## src/rtl/ltc2308_scan_ctrl.sv

```systemverilog
// ltc2308_scan_ctrl
// Round-robin scan master for the LTC2308 12-bit SAR ADC.
// Each frame: CONVST pulse, conversion wait, 12-period SCK burst that
// shifts the previous conversion in on adc_sdo while shifting the next
// channel's 6-bit config word out on adc_sdi, then a one-cycle GAP.
// Ports:
//   clk, rst          system clock, asynchronous active-high reset
//   enable            level, 1 = scan continuously
//   adc_convst        ADC conversion start
//   adc_sck           ADC serial clock, idle low
//   adc_sdi           ADC config data, MSB first
//   adc_sdo           ADC result data, MSB first
//   busy              1 whenever the FSM is not idle
//   data_valid        one-cycle result strobe (in GAP)
//   data_ch, data     channel tag and 12-bit result, held until next valid
module ltc2308_scan_ctrl #(
  parameter int CH_NUM         = 8,
  parameter int CLK_DIV        = 2,
  parameter int TCONVST_CYCLES = 2,
  parameter int TCONV_CYCLES   = 80,
  parameter int UNI            = 1
) (
  input  logic        clk,
  input  logic        rst,
  input  logic        enable,
  output logic        adc_convst,
  output logic        adc_sck,
  output logic        adc_sdi,
  input  logic        adc_sdo,
  output logic        busy,
  output logic        data_valid,
  output logic [2:0]  data_ch,
  output logic [11:0] data
);

  localparam logic [2:0] S_IDLE   = 3'd0;
  localparam logic [2:0] S_CONVST = 3'd1;
  localparam logic [2:0] S_CONV   = 3'd2;
  localparam logic [2:0] S_SHIFT  = 3'd3;
  localparam logic [2:0] S_GAP    = 3'd4;

  localparam logic [15:0] CONVST_LAST = 16'(TCONVST_CYCLES - 1);
  localparam logic [15:0] CONV_LAST   = 16'(TCONV_CYCLES - 1);
  localparam logic [15:0] DIV_LAST    = 16'(CLK_DIV - 1);
  localparam logic [2:0]  CH_LAST     = 3'(CH_NUM - 1);
  localparam logic        UNI_BIT     = (UNI != 0);

  logic [2:0]  state;
  logic [15:0] cnt;
  logic        hi;        // current SCK phase inside SHIFT
  logic [3:0]  bit_idx;   // SCK period 0..11
  logic [2:0]  ptr;       // channel whose config word goes out this frame
  logic [2:0]  prev_ch;   // channel whose conversion is read this frame
  logic        first;     // current frame's read-back is a dummy
  logic [11:0] shreg;
  logic [11:0] sh_next;
  logic [7:0]  cfg;
  logic        sample;

  always_comb begin
    // Config word padded to 8 bits so the MSB-first index never leaves range.
    cfg     = {1'b1, ptr[0], ptr[2:1], UNI_BIT, 1'b0, 2'b00};
    sample  = (state == S_SHIFT) && hi && (cnt == 16'd0);
    // sh_next lets the GAP transition capture the 12th bit even when the
    // sample cycle and the last high cycle coincide (CLK_DIV = 1).
    sh_next = sample ? {shreg[10:0], adc_sdo} : shreg;
  end

  assign adc_convst = (state == S_CONVST);
  assign adc_sck    = (state == S_SHIFT) && hi;
  assign adc_sdi    = (state == S_SHIFT) && (bit_idx < 4'd6) &&
                      cfg[3'd7 - bit_idx[2:0]];
  assign busy       = (state != S_IDLE);

  always_ff @(posedge clk or posedge rst) begin
    if (rst) begin
      state      <= S_IDLE;
      cnt        <= '0;
      hi         <= 1'b0;
      bit_idx    <= '0;
      ptr        <= '0;
      prev_ch    <= '0;
      first      <= 1'b1;
      shreg      <= '0;
      data_valid <= 1'b0;
      data       <= '0;
      data_ch    <= '0;
    end else begin
      data_valid <= 1'b0;
      shreg      <= sh_next;
      case (state)
        S_IDLE: begin
          first <= 1'b1;
          cnt   <= '0;
          if (enable) state <= S_CONVST;
        end
        S_CONVST: begin
          if (cnt == CONVST_LAST) begin
            cnt   <= '0;
            state <= S_CONV;
          end else cnt <= cnt + 16'd1;
        end
        S_CONV: begin
          hi      <= 1'b0;
          bit_idx <= '0;
          if (cnt == CONV_LAST) begin
            cnt   <= '0;
            state <= S_SHIFT;
          end else cnt <= cnt + 16'd1;
        end
        S_SHIFT: begin
          if (cnt == DIV_LAST) begin
            cnt <= '0;
            hi  <= ~hi;
            if (hi) begin
              if (bit_idx == 4'd11) begin
                state   <= S_GAP;
                prev_ch <= ptr;
                ptr     <= (ptr == CH_LAST) ? 3'd0 : ptr + 3'd1;
                first   <= 1'b0;
                if (!first) begin
                  data_valid <= 1'b1;
                  data       <= sh_next;
                  data_ch    <= prev_ch;
                end
              end else bit_idx <= bit_idx + 4'd1;
            end
          end else cnt <= cnt + 16'd1;
        end
        S_GAP:   state <= enable ? S_CONVST : S_IDLE;
        default: state <= S_IDLE;
      endcase
    end
  end

endmodule

```

## config.mk

```make
export PLATFORM = sky130hd
export DESIGN_NAME = ltc2308_scan_ctrl
export DESIGN_NICKNAME = d
export VERILOG_FILES = /design/src/rtl/ltc2308_scan_ctrl.sv
export SDC_FILE = /design/constraint.sdc
export NUM_CORES = 1
export LEC_CHECK = 0
export BUFFER_PORTS_ARGS = -buffer_cell sky130_fd_sc_hd__clkbuf_2
export CAP_MARGIN = 20
export CORE_UTILIZATION = 40
export DETAILED_ROUTE_END_ITERATION = 10
export PLACE_DENSITY = 0.56
export SYNTH_ARGS = -nofsm -noshare
export SYNTH_HDL_FRONTEND = slang
export SYNTH_SLANG_ARGS = --single-unit
export TNS_END_PERCENT = 1
```

## constraint.sdc

```tcl
create_clock -name clk -period 2.7 [get_ports clk]
set_input_delay 0.27 -clock clk [delete_from_list [all_inputs] [get_ports clk]]
set_output_delay 0.27 -clock clk [all_outputs]
set_load 0.005 [all_outputs]
```

==> impl_metrics.env <==
export IMPL_status="complete, no violations"
export IMPL_numCtsBuffers=9
export IMPL_grt_max_degree=28
export IMPL_power_switching_mw=0.935
export IMPL_avgRoutedWirePerCell_um=14.4
export IMPL_antenna_found_initial=0
export IMPL_synth_distinct_cells=52
export IMPL_async_reset_ff_share_pct=100
export IMPL_grt_pass1_wl_mm=10.3
export IMPL_whs_path_depth=2
export IMPL_grt_pass1_vias=2218
export IMPL_gp_congestion=0.910
export IMPL_whs_ns=0.172
export IMPL_synth_seq_cells=59
export IMPL_postLayoutCoreUtil_pct=47.3
export IMPL_grt_overflow=0
export IMPL_power_density_nw_per_um2=784
export IMPL_route_detailed_drc=0
export IMPL_clkTransAtPathRegs_ns=0.07
export IMPL_slew_limit_headroom_pct=61.5
export IMPL_start_util_pct=41.4
export IMPL_maxSlewViolCount=0
export IMPL_crit_slowest_cell="or4b_4"
export IMPL_synth_top_area_share_pct=48.3
export IMPL_finalSetupTns_ns=0
export IMPL_worst_r2r_endpoint="cnt[12]"
export IMPL_areaGrowthSynthToFinish_pct=14.3
export IMPL_wl_mm=6.02
export IMPL_rsz0062_at_grt="no"
export IMPL_start_kind="register"
export IMPL_p_int_mw=1.76
export IMPL_clk_latency_ns=0.34
export IMPL_cts_tree="done"
export IMPL_post_cts_setup_buffers=0
export IMPL_setup_viol=0
export IMPL_worst_setup_path_end_kind="register"
export IMPL_p_seq_share_pct=40.1
export IMPL_die_area_um2=7860
export IMPL_ioPinCount=24
export IMPL_power_mw=2.69
export IMPL_share_comb_of_total_power_pct=29.2
export IMPL_cts_sink_count=59
export IMPL_drtIter0Drc=133
export IMPL_fmax_ghz=0.405
export IMPL_power_switching_share_pct=34.8
export IMPL_vdd_drop_max_mv=0.309
export IMPL_critical_path_required_ns=2.93
export IMPL_cpPeakStageDelay_ns=0.50
export IMPL_critPathArrivalTime_ns=2.70
export IMPL_die_h_um=88.6
export IMPL_drtAntennaViolNets=0
export IMPL_grtUsageTotal_pct=17.7
export IMPL_cap_violations=0
export IMPL_clock_path_buffers=2
export IMPL_worst_slew_pin_slew_ns=0.572
export IMPL_seq_area_frac_synth_pct=49.2
export IMPL_fin_nets=325
export IMPL_crit_path_cell_trace="inv_1 -> ha_1 -> or4b_4 -> or4_4 -> o2bb2ai_4 -> and3_1 -> a221o_1"
export IMPL_finalHoldViolations=0
export IMPL_antenna_cells=0
export IMPL_hp_class="input pin to register"
export IMPL_fin_skew_ns=0.0101
export IMPL_stdcell_area_um2=3430
export IMPL_crit_type="register to register"
export IMPL_worstPathMaxFanout=14
export IMPL_critical_path_depth=7
export IMPL_worstHoldStart="adc_sdo"
export IMPL_syn_num_nets=295
export IMPL_period_needed_ns=2.47
export IMPL_die_x_um=88.6
export IMPL_critical_path_buf_inv_count=1
export IMPL_power_leakage_nw=1.58
export IMPL_synth_edff_count=0
export IMPL_dr_pass1_iters=4
export IMPL_synth_top_cell_by_area="dfrtp_1"
export IMPL_rows=31
export IMPL_dpl_instance_area_um2=3220
export IMPL_netlist_instances=284
export IMPL_drive_gt1_share_pct=25.4
export IMPL_hpwl_mm=4.07
export IMPL_coreArea_um2=7250
export IMPL_min_to="shreg[0]"
export IMPL_io_buffers=23
export IMPL_synth_area_um2=3000
export IMPL_reg2reg_slack_ns=0.23
export IMPL_ff2ff_path_depth=7
export IMPL_vias_per_cell=5.34
export IMPL_ys_warn_count=0
export IMPL_ys_flop_type="dfrtp_1"
export IMPL_cpLargestDelayFamily="simple AND/OR/NAND/NOR gates"
export IMPL_htreeDepth=3
export IMPL_syn_avg_cell_area_um2=10.6
export IMPL_finalCritPeriodShare_pct=91.4
export IMPL_synthTopCellsByArea="dfrtp_1, mux2_2, nand2_1"
export IMPL_clock_power_share_pct=30.7
export IMPL_clockRootBuffer="clkbuf_8"
export IMPL_timing_rr_start="cnt[1]"
export IMPL_vias=2231
layer usage:
layer | GRT usage (%) | routed length [um] | vias up | part of all wire, %
li1 | - | - | 1096 | -
met1 | 22.8 | 3000 | 1067 | 50
met2 | 28.1 | 2690 | 54 | 45
met3 | 3.64 | 200 | 14 | 3.3
met4 | 9.53 | 138 | 0 | 2.3
met5 | 0 | 0 | - | 0
final cells by class:
class                   count  area, um2
flip-flops and latches     59       1480
clock inverters             6       63.8
multi-input cells         203       1420
repair buffers             31        178
inverters                  10       37.5
fillers                   692       3820
clock buffers              10        138
well taps                  99        124
flip-flops by register name (all words and copies together), names as in the netlist:
| register | cells |
|---|---|
| state | 3 |
| bit_idx | 4 |
| hi | 1 |
| data_ch | 3 |
| shreg | 12 |
| cnt | 16 |
| ptr | 3 |
| data | 12 |
| first | 1 |
| prev_ch | 3 |
| data_valid | 1 |
repair_timing:
item                                   CTS  global route
hold buffers                             1             0
endpoints found under the hold margin   18             0
gates resized for setup                  0             0
setup endpoints to repair                0             0
cell usage after synthesis, drive strengths merged, types with 7 or more instances:
cell,n
nor2,9
mux2,19
o21ai,24
inv,10
dfrtp,58
nand3,18
nor3,9
nand2,37
mux2i,13
ha,7
kinds of logic (layout without fill, tap and decap cells):
group	Yosys count	in the layout	share of synthesized area, %
simple gates	106	106	19.2
flops	59	59	49.2
compound gates	55	55	12.4
mux	32	32	11.5
buf+inv	22	57	3.87
fa+ha+maj	7	7	2.92
xor+xnor	3	3	0.875
metrics by stage:
step | setup WS (ns) | std cells
2_1_floorplan | 0.372 | 284
3_3_place_gp | 0.295 | 401
3_5_place_dp | 0.255 | 401
4_1_cts | 0.243 | 418
5_1_grt | 0.111 | 418
6_report | 0.232 | 418
worst max-delay path by stage:
stage,from,end,slack (ns)
after floorplan,cnt[10],cnt[12],0.37
after global placement,cnt[10],cnt[12],0.29
after detailed placement,cnt[1],cnt[12],0.25
after CTS,cnt[1],cnt[12],0.24
after global routing,cnt[10],cnt[8],0.11
final,cnt[1],cnt[12],0.23
power by group through the flow:
stage          combinational, mW  sequential [mW]  clock [mW]
3_3_place_gp               0.779             1.09           0
4_1_cts                    0.790             1.08       0.849
5_1_grt                    0.884             1.09       0.884
2_1_floorplan              0.660             1.06           0
3_5_place_dp               0.786             1.09           0
6_report                   0.785             1.08       0.826
worst reg2reg max path, cell delays in order (launching register included):
cell	delay, ns
dfrtp_1	0.43
inv_1	0.10
ha_1	0.13
or4b_4	0.50
or4_4	0.50
o2bb2ai_4	0.22
and3_1	0.22
a221o_1	0.26
placed cells by master (no fill, tap or decap), drive strengths merged, types with 2 or more instances in the layout:
cell / n
o21ai: 24
o211ai: 3
nor4: 4
mux2: 19
nor3: 9
a21oi: 6
or2: 2
nand4: 2
and3: 3
a21o: 2
nor2: 9
nand4b: 2
buf: 7
or4: 6
nand2: 37
o31ai: 3
mux2i: 13
inv: 11
and4: 2
or3: 2
clkinv: 2
clkinvlp: 2
o311ai: 3
dfrtp: 58
nand3: 18
a31oi: 5
nand2b: 3
ha: 7
clkbuf: 33
xor2: 3
o2bb2ai: 2
and2: 2
Note: power is estimated with default switching activity, not from simulation.
